==> config.mk <==
export PLATFORM = sky130hd
export DESIGN_NAME = mod_updown_counter
export DESIGN_NICKNAME = d
export VERILOG_FILES = /design/src/rtl/cnt_pkg.sv /design/src/rtl/tick_prescaler.sv /design/src/rtl/mod_updown_counter.sv
export SDC_FILE = /design/constraint.sdc
export NUM_CORES = 1
export LEC_CHECK = 0
export BUFFER_PORTS_ARGS = -buffer_cell sky130_fd_sc_hd__buf_4
export CORE_MARGIN = 4
export CORE_UTILIZATION = 45
export CTS_CLUSTER_SIZE = 8
export DETAILED_ROUTE_END_ITERATION = 8
export GPL_ROUTABILITY_DRIVEN = 0
export PLACE_DENSITY = 0.69
export SLEW_MARGIN = 25
export SYNTH_ARGS = -nofsm -noshare
export SYNTH_HDL_FRONTEND = slang
export SYNTH_SLANG_ARGS = --single-unit
==> constraint.sdc <==
create_clock -name clk -period 5 [get_ports clk]
set_input_delay 0.5 -clock clk [delete_from_list [all_inputs] [get_ports clk]]
set_output_delay 0.5 -clock clk [all_outputs]
set_load 0.01 [all_outputs]
==> src/rtl/cnt_pkg.sv <==
// cnt_pkg -- shared constants for the up/down counter slice.
`default_nettype none

package cnt_pkg;

   localparam int CNT_WIDTH_MIN    = 2;
   localparam int CNT_WIDTH_MAX    = 32;
   localparam int CNT_PRESCALE_MIN = 1;
   localparam int CNT_PRESCALE_MAX = 256;

   localparam logic DIR_UP    = 1'b1;
   localparam logic DIR_DOWN  = 1'b0;
   localparam logic MODE_SAT  = 1'b1;
   localparam logic MODE_WRAP = 1'b0;

   // A 1-bit prescaler is kept for PRESCALE=1 so the register never has zero width.
   function automatic int prescale_width(input int p);
      return (p > 1) ? $clog2(p) : 1;
   endfunction

endpackage

`default_nettype wire

==> src/rtl/tick_prescaler.sv <==
// tick_prescaler -- divides enabled cycles by PRESCALE, pulsing tick on the last one.
`default_nettype none

module tick_prescaler
   import cnt_pkg::*;
#(
   parameter int PRESCALE = 1
) (
   input  logic clk,
   input  logic reset,
   input  logic en,
   input  logic clr,
   output logic tick
);

   localparam int              c_PW   = prescale_width(PRESCALE);
   localparam logic [c_PW-1:0] c_LAST = c_PW'(PRESCALE - 1);

   logic [c_PW-1:0] r_cnt;
   logic            w_last;

   assign w_last = (r_cnt == c_LAST);
   assign tick   = en & w_last;

   always_ff @(posedge clk or posedge reset) begin
      if (reset) begin
         r_cnt <= '0;
      end else if (clr) begin
         r_cnt <= '0;
      end else if (en) begin
         r_cnt <= w_last ? '0 : r_cnt + c_PW'(1);
      end
   end

endmodule

`default_nettype wire

==> src/rtl/mod_updown_counter.sv <==
// mod_updown_counter -- prescaled up/down counter over 0..max_val with wrap or saturate.
`default_nettype none

module mod_updown_counter
   import cnt_pkg::*;
#(
   parameter int WIDTH    = 4,
   parameter int PRESCALE = 1
) (
   input  logic             clk,
   input  logic             reset,
   input  logic             en,
   input  logic             up_dn,
   input  logic             sat_mode,
   input  logic             load,
   input  logic [WIDTH-1:0] load_val,
   input  logic [WIDTH-1:0] max_val,
   output logic [WIDTH-1:0] count,
   output logic             tc,
   output logic             wrap,
   output logic             sat
);

   logic             w_tick;
   logic [WIDTH-1:0] r_count;
   logic             r_wrap;
   logic             r_sat;
   logic             r_sat_up;

   logic             w_at_top;
   logic             w_at_zero;
   logic [WIDTH-1:0] w_count_nxt;
   logic             w_wrap_nxt;
   logic             w_sat_nxt;
   logic             w_sat_up_nxt;

   // A load also clears the prescaler so the next step needs a full PRESCALE run.
   tick_prescaler #(
      .PRESCALE (PRESCALE)
   ) u_prescaler (
      .clk   (clk),
      .reset (reset),
      .en    (en),
      .clr   (load),
      .tick  (w_tick)
   );

   // ">=" rather than "==" lets a count stranded above a lowered max_val re-enter range.
   assign w_at_top  = (r_count >= max_val);
   assign w_at_zero = (r_count == '0);
   assign tc        = (up_dn == DIR_UP) ? w_at_top : w_at_zero;

   always_comb begin
      w_count_nxt  = r_count;
      w_wrap_nxt   = 1'b0;
      w_sat_nxt    = r_sat;
      w_sat_up_nxt = r_sat_up;
      if (load) begin
         w_count_nxt = (load_val > max_val) ? max_val : load_val;
         w_sat_nxt   = 1'b0;
      end else if (w_tick) begin
         if (up_dn == DIR_UP) begin
            if (!w_at_top) begin
               w_count_nxt = r_count + WIDTH'(1);
               w_sat_nxt   = 1'b0;
            end else if (sat_mode == MODE_SAT) begin
               w_count_nxt  = max_val;
               w_sat_nxt    = 1'b1;
               w_sat_up_nxt = DIR_UP;
            end else begin
               w_count_nxt = '0;
               w_wrap_nxt  = 1'b1;
               w_sat_nxt   = 1'b0;
            end
         end else begin
            if (!w_at_zero) begin
               w_count_nxt = r_count - WIDTH'(1);
               w_sat_nxt   = 1'b0;
            end else if (sat_mode == MODE_SAT) begin
               w_sat_nxt    = 1'b1;
               w_sat_up_nxt = DIR_DOWN;
            end else begin
               w_count_nxt = max_val;
               w_wrap_nxt  = 1'b1;
               w_sat_nxt   = 1'b0;
            end
         end
      end else if (r_sat && (up_dn != r_sat_up)) begin
         // Turning away from the bound we saturated against releases the flag.
         w_sat_nxt = 1'b0;
      end
   end

   always_ff @(posedge clk or posedge reset) begin
      if (reset) begin
         r_count  <= '0;
         r_wrap   <= 1'b0;
         r_sat    <= 1'b0;
         r_sat_up <= DIR_UP;
      end else begin
         r_count  <= w_count_nxt;
         r_wrap   <= w_wrap_nxt;
         r_sat    <= w_sat_nxt;
         r_sat_up <= w_sat_up_nxt;
      end
   end

   assign count = r_count;
   assign wrap  = r_wrap;
   assign sat   = r_sat;

endmodule

`default_nettype wire

After elaboration in Yosys (flattened, before gate mapping)
Cells that the tools add are included.
Widths: inputs -> output; s select.
{"block": "classes", "magnitude_cmp": 2, "n_mux": 30, "n_reduce_logical": 8, "bitwise": 3, "eq_ne": 3, "add_sub_neg": 3}
{"cell": "$mux 4", "count": 8}
{"cell": "$mux 1", "count": 22}
{"cell": "$reduce_bool 2->1", "count": 3}
{"cell": "$reduce_and 5->1", "count": 1}
{"cell": "$add 4x1->4 const B", "count": 1}
{"cell": "$ge 4x4->1", "count": 1}
{"cell": "$gt 4x4->1", "count": 1}
{"cell": "$logic_not 4->1", "count": 1}
{"cell": "$ne 4x4->1 const B", "count": 1}
{"cell": "$sub 4x1->4 const B", "count": 1}
{"cell": "$reduce_bool 3->1", "count": 1}
{"cell": "$ne 2x1->1 const B", "count": 1}
{"cell": "$not 1->1", "count": 2}
{"cell": "$reduce_and 2->1", "count": 1}
{"cell": "$add 1x1->1 const B", "count": 1}
{"cell": "$and 1x1->1", "count": 1}
{"cell": "$logic_and 1x1->1", "count": 1}
{"cell": "$ne 1x1->1", "count": 1}
{"block": "word_totals", "register_bits": 8, "inputBits": 14}

Depth between registers and ports, before layout
{"block": "logic_depth", "ltp_word": 5, "mapped_depth": 7, "mapped_depth_nobuf": 7}

Modules after synthesis
From an unflattened synthesis, not the netlist that was laid out.
{"block": "hier_totals", "cells_unflattened": 105, "hier_area_um2": 867.1}
{"mod": "mod_updown_counter", "cells_per_inst": 104, "seq_area_each_um2": 176.4, "area_each_um2": 859.6, "n_inst": 1}
{"mod": "tick_prescaler", "cells_per_inst": 1, "seq_area_each_um2": 0.0, "area_each_um2": 7.5, "n_inst": 1}

Worst setup path before layout
No wires, ideal clock.
{"block": "synth_path", "path_type": "register to register", "startpoint": "reg r_count[0] (netlist: count[0])", "endpoint": "reg r_count[3] (netlist: count[3])", "synth_period_minus_slack_ns": 2.330, "setup_slack_ns": 2.670, "setup_ns": 0.126, "arrival_ns": 2.204, "path_stages_with_launch": 8, "t_required_ns": 4.874, "cell_sequence": "dfrtp_1 -> inv_1 -> ha_1 -> nand2b_4 -> a2111oi_4 -> nor2_2 -> or3_1 -> a221o_1"}
{"block": "synth_between", "elab_chain_cells": 5}
{"item": "start, declared", "line_no": "mod_updown_counter.sv:25", "text": "logic [WIDTH-1:0] r_count;"}
{"item": "start signal, assigned", "line_no": "mod_updown_counter.sv:101", "text": "r_count <= w_count_nxt;"}
{"item": "$sub 4x1->4 (tied with other cells)", "line_no": "mod_updown_counter.sv:77", "text": "w_count_nxt = r_count - WIDTH'(1);"}
{"item": "$mux 4, on equally long branches", "line_no": "mod_updown_counter.sv:76, mod_updown_counter.sv:63"}
{"item": "$mux 4", "line_no": "mod_updown_counter.sv:62", "text": "if (up_dn == DIR_UP) begin"}
{"item": "$mux 4", "line_no": "mod_updown_counter.sv:61", "text": "end else if (w_tick) begin"}
{"item": "$mux 4", "line_no": "mod_updown_counter.sv:58", "text": "if (load) begin"}
Several ways; a longest one is shown, not always the timed one. The select of a mux whose other input is x is not followed.
A chain may end at the register's enable or synchronous reset.

Worst setup path after layout
{"block": "layout_path", "startpoint": "reg r_count[0] (netlist: count[0])", "endpoint": "out tc"}
{"block": "layout_between", "elab_chain_cells": 2}
{"item": "$ge 4x4->1 / $logic_not 4->1 (equally long branches)", "line_no": "mod_updown_counter.sv:49, mod_updown_counter.sv:50"}
{"item": "$mux 1 *", "line_no": "mod_updown_counter.sv:51", "text": "assign tc = (up_dn == DIR_UP) ? w_at_top : w_at_zero;"}
{"item": "end, declared", "line_no": "mod_updown_counter.sv:19", "text": "output logic tc,"}
Every way passes the cells marked *; elsewhere a longest branch is shown, timed or not.

==> results summary <==
After detailed placement, the total cell area comes to 1056 sq um. The starting DRC count in detailed routing is 11. The peak per-stage delay on the critical path came out at 0.54 ns. The hold-fix buffer count after cts is 0. The die is 52.59 um tall. The clock latency on the worst-skew pair is 0.24 ns.

The share of the cycle needed by the critical path after routing is 0.5508. The number of design rule violations left after detail routing came out at 0. The upper clock frequency limit is 363.1 MHz. Of the total synthesized cell area, the portion taken by full adders, half adders and majority gates is 0.1399. The number of global-route vias before repair came to 887.

The most critical setup path has its endpoint at tc. The fraction of synthesized cell area in xor and xnor cells came out at 0.01958. By area the synthesized netlist is led by sky130_fd_sc_hd__dfrtp_1 (17%), sky130_fd_sc_hd__ha_1 (14%), sky130_fd_sc_hd__inv_1 (4.6%). The type of the worst setup path is flip-flop to output pin. The placed wire-length estimate after detailed placement is 1915 um.

For this run, the leading register cell type out of synthesis is sky130_fd_sc_hd__dfrtp_1. The final period demand of the worst path is 2.754 ns. The number of rows in the core area came out at 15. Of the synthesized area, sequential elements account for 0.1972.

The TritonCTS clock tree is yes. The share of synthesized flip-flops with an asynchronous set or reset came out at 1.000. The max-slew headroom at the worst pin is 0.6232.

On the critical path, the stage with the largest delay is an instance of sky130_fd_sc_hd__a2111oi_4. For this design the ratio of total power to cell area is 272.5 nW/um^2. The tree built by TritonCTS fans out to 7 sinks.

The detail-routed net length per standard cell is 15.11 um. The net count reported at finish came out at 158. For this run the aggregate overflow at the end of global routing stands at 0. The total of fill cells in the finished design is 195. The number of antenna violations at the first check in global routing is 0. The area of all placed cells without fillers is 1082 sq um. Synthesis produced a netlist with a net count of 137. The repair_antennas step left the layout with diodes totalling 0. The via total after detailed routing came out at 933. The routed wire length came out at 2388 um.

During I/O placement, the number of pins put on the boundary was 21. The setup violation total in the final timing report is 0. The remaining antenna violation count after routing came out at 0. The area overhead of the layout relative to synthesis came out at 20.98%. The global-route wire length before repair came out at 3857 um. The worst IR drop on VDD came out at 0.1362 mV.

The core region area is 1802 sq um. The endpoint of the lowest-slack register-to-register path is count[3]$_DFFE_PP0P_. Of the cells placed in the final design, the portion with a size suffix greater than 1 is 0.2331.

The required time reported for the critical path endpoint came out at 4.50 ns. The number of synthesized flops with an enable pin came out at 0. A synthesized cell averages 7.917 sq um. The number of gates resized after CTS was 0.

The floorplan die area came out at 2765 sq um. Tracing the worst setup path back leads to its startpoint at count[0]$_DFFE_PP0P_. The cell depth of the worst flop-to-flop path is 7. The tree is rooted in a sky130_fd_sc_hd__clkbuf_4. In this run the static leakage power is 0.5085 nW.

The critical path goes through inv_1 -> ha_1 -> nand2b_4 -> a2111oi_4 -> o31ai_1 -> buf_4. By area, the combinational part of the netlist is dominated by compound AO/OA/AOI/OAI gates. In this run, CTS created clock tree buffers numbering 3.

In the final timing run, aggregate negative setup slack is 0 ns. After synthesis, the netlist uses 42 different library cells. The number of buffer cells added on primary ports came out at 20. The top cell types in the final layout, fill and taps aside, are sky130_fd_sc_hd__buf_4 (20), sky130_fd_sc_hd__inv_1 (11), sky130_fd_sc_hd__nand2_1 (11). Yosys printed 0 warnings.

The data arrival time of the critical path is 2.25 ns. The synthesized cell area is 894.6 sq um. The number of hold violations in the final report came to 0. The synthesized netlist cell count is 113. Setup slack on the worst reg-to-reg path comes out at 2.44 ns.

The top cell type by total area after synthesis is sky130_fd_sc_hd__dfrtp_1. In this run the number of H-tree levels came out at 1. The share of the synthesized area in compound gates (AO/OA/AOI/OAI) came out at 0.3119.

The area share of the largest cell type after synthesis is 0.1678. For this run, the total global-route usage over all layers was measured as 0.1884. The number of pins with negative max-slew slack in the final report was 0. The simple-gate area share of the yosys netlist came out at 0.2406. The buffer levels on the longest clock path came out at 2. In this run, synthesis produced a sequential element count of 7. The worst setup path is launched from a flip-flop. For the pin with the worst max-slew slack, the measured transition is 0.5602 ns. The flow ran to the end, and the final reports show no timing, DRC or antenna violations. Leaving out fill and tap cells, the most frequent cell in the layout is sky130_fd_sc_hd__buf_4. STA classifies the critical path endpoint as an output pin. The initial cell density of the core came out at 0.4965. The final clock skew is 0.001333 ns. The total of max-cap violations came out at 0. The clock transition at the registers of the reported paths is 0.05 ns. The startpoint identified for the worst register-to-register timing path is count[0]$_DFFE_PP0P_.

The tightest min-delay check is of the input port to async pin type. The vias per cell is 5.905. The maximum net fanout on the critical path came out at 9. The number of detailed-routing iterations run before antenna repair is 4. Setup repair after global routing left no endpoint under its margin.

The portion of synthesized area spent on multiplexers is 0.02238. The width of the die came out at 52.59 um. The pin count of the biggest net entering global routing is 15. The setup fix buffers added after clock tree synthesis came out at 0.
## flip-flops by register name, indices dropped and copies added (netlist names)
name,count
count,4
r_sat_up,1
sat,1
wrap,1
## per-stage QoR
step	util	hold WS [ns]	setup WS (ns)	cells	total power, mW
after floorplan	-	0.3027	2.670	113	0.1935
after global placement	0.5861	0.4374	2.553	154	0.2432
after detailed placement	0.5861	0.4405	2.492	154	0.2470
after CTS	0.6007	0.1797	2.285	158	0.2971
after global routing	0.6007	0.1992	2.137	158	0.3212
final	0.6007	0.1814	2.246	158	0.2949
## Yosys cell counts, types with 2 or more instances
cell type                  number
sky130_fd_sc_hd__nor3_1         2
sky130_fd_sc_hd__nand4_1        2
sky130_fd_sc_hd__a221o_1        2
sky130_fd_sc_hd__nand2_1       11
sky130_fd_sc_hd__nor2b_1        3
sky130_fd_sc_hd__o21ai_0        8
sky130_fd_sc_hd__a31oi_1        3
sky130_fd_sc_hd__nand3_1        6
sky130_fd_sc_hd__nor2_1         6
sky130_fd_sc_hd__o211ai_1       2
sky130_fd_sc_hd__inv_1         11
sky130_fd_sc_hd__ha_1          10
sky130_fd_sc_hd__and3_1         3
sky130_fd_sc_hd__o21a_1         2
sky130_fd_sc_hd__mux2i_1        2
sky130_fd_sc_hd__a21oi_1        6
sky130_fd_sc_hd__clkbuf_1       2
sky130_fd_sc_hd__dfrtp_1        6
sky130_fd_sc_hd__o31ai_1        2
sky130_fd_sc_hd__o311a_2        2
## logic make-up after synthesis
| logic type | count (synthesis) |
|---|---|
| compound gates | 37 |
| xor+xnor | 2 |
| fa+ha+maj | 10 |
| buf+inv | 15 |
| flops | 7 |
| mux | 2 |
| simple gates | 40 |
## final cells by class
| type | count | area (sq um) | share of cell area |
|---|---|---|---|
| multi-input cells | 91 | 656.9 | 0.6069 |
| flip-flops and latches | 7 | 176.4 | 0.1630 |
| repair buffers | 20 | 150.1 | 0.1387 |
| inverters | 11 | 41.29 | 0.03815 |
| well taps | 25 | 31.28 | 0.02890 |
| clock buffers | 4 | 26.28 | 0.02428 |
## per-layer routing
metal / global-route usage / up-vias / routed length, um
li1: - / 464 / -
met1: 0.2375 / 445 / 1120
met2: 0.3264 / 22 / 1164
met3: 0.01140 / 2 / 89
met4: 0.08085 / 0 / 14
met5: 0 / - / 0
## critical path: cells and delay by family, from the launching register on
family | cells | cell delay [ns]
AO/OA/AOI/OAI | 2 | 0.72
flip-flops | 1 | 0.51
buffers and inverters | 2 | 0.32
adder cells (fa/ha/maj) | 1 | 0.30
AND/OR/NAND/NOR | 1 | 0.15
## report_power, final
| part | total [mW] | internal, mW | switching, mW |
|---|---|---|---|
| combinational | 0.160 | 0.0765 | 0.0833 |
| clock | 0.0477 | 0.0302 | 0.0175 |
| sequential | 0.0873 | 0.0657 | 0.0216 |
| total | 0.295 | 0.172 | 0.122 |
## how the worst min path moves through the flow
stage | slack, ns | endpoint | depth (start not counted) | from
2_1_floorplan | 0.30 | count[0]$_DFFE_PP0P_ | 1 | reset
3_3_place_gp | 0.44 | count[3]$_DFFE_PP0P_ | 2 | reset
3_5_place_dp | 0.44 | count[2]$_DFFE_PP0P_ | 2 | reset
4_1_cts | 0.18 | wrap$_DFF_PP0_ | 2 | reset
5_1_grt | 0.20 | wrap$_DFF_PP0_ | 2 | reset
6_report | 0.18 | wrap$_DFF_PP0_ | 2 | reset
Note: power is estimated with default switching activity, not from simulation.
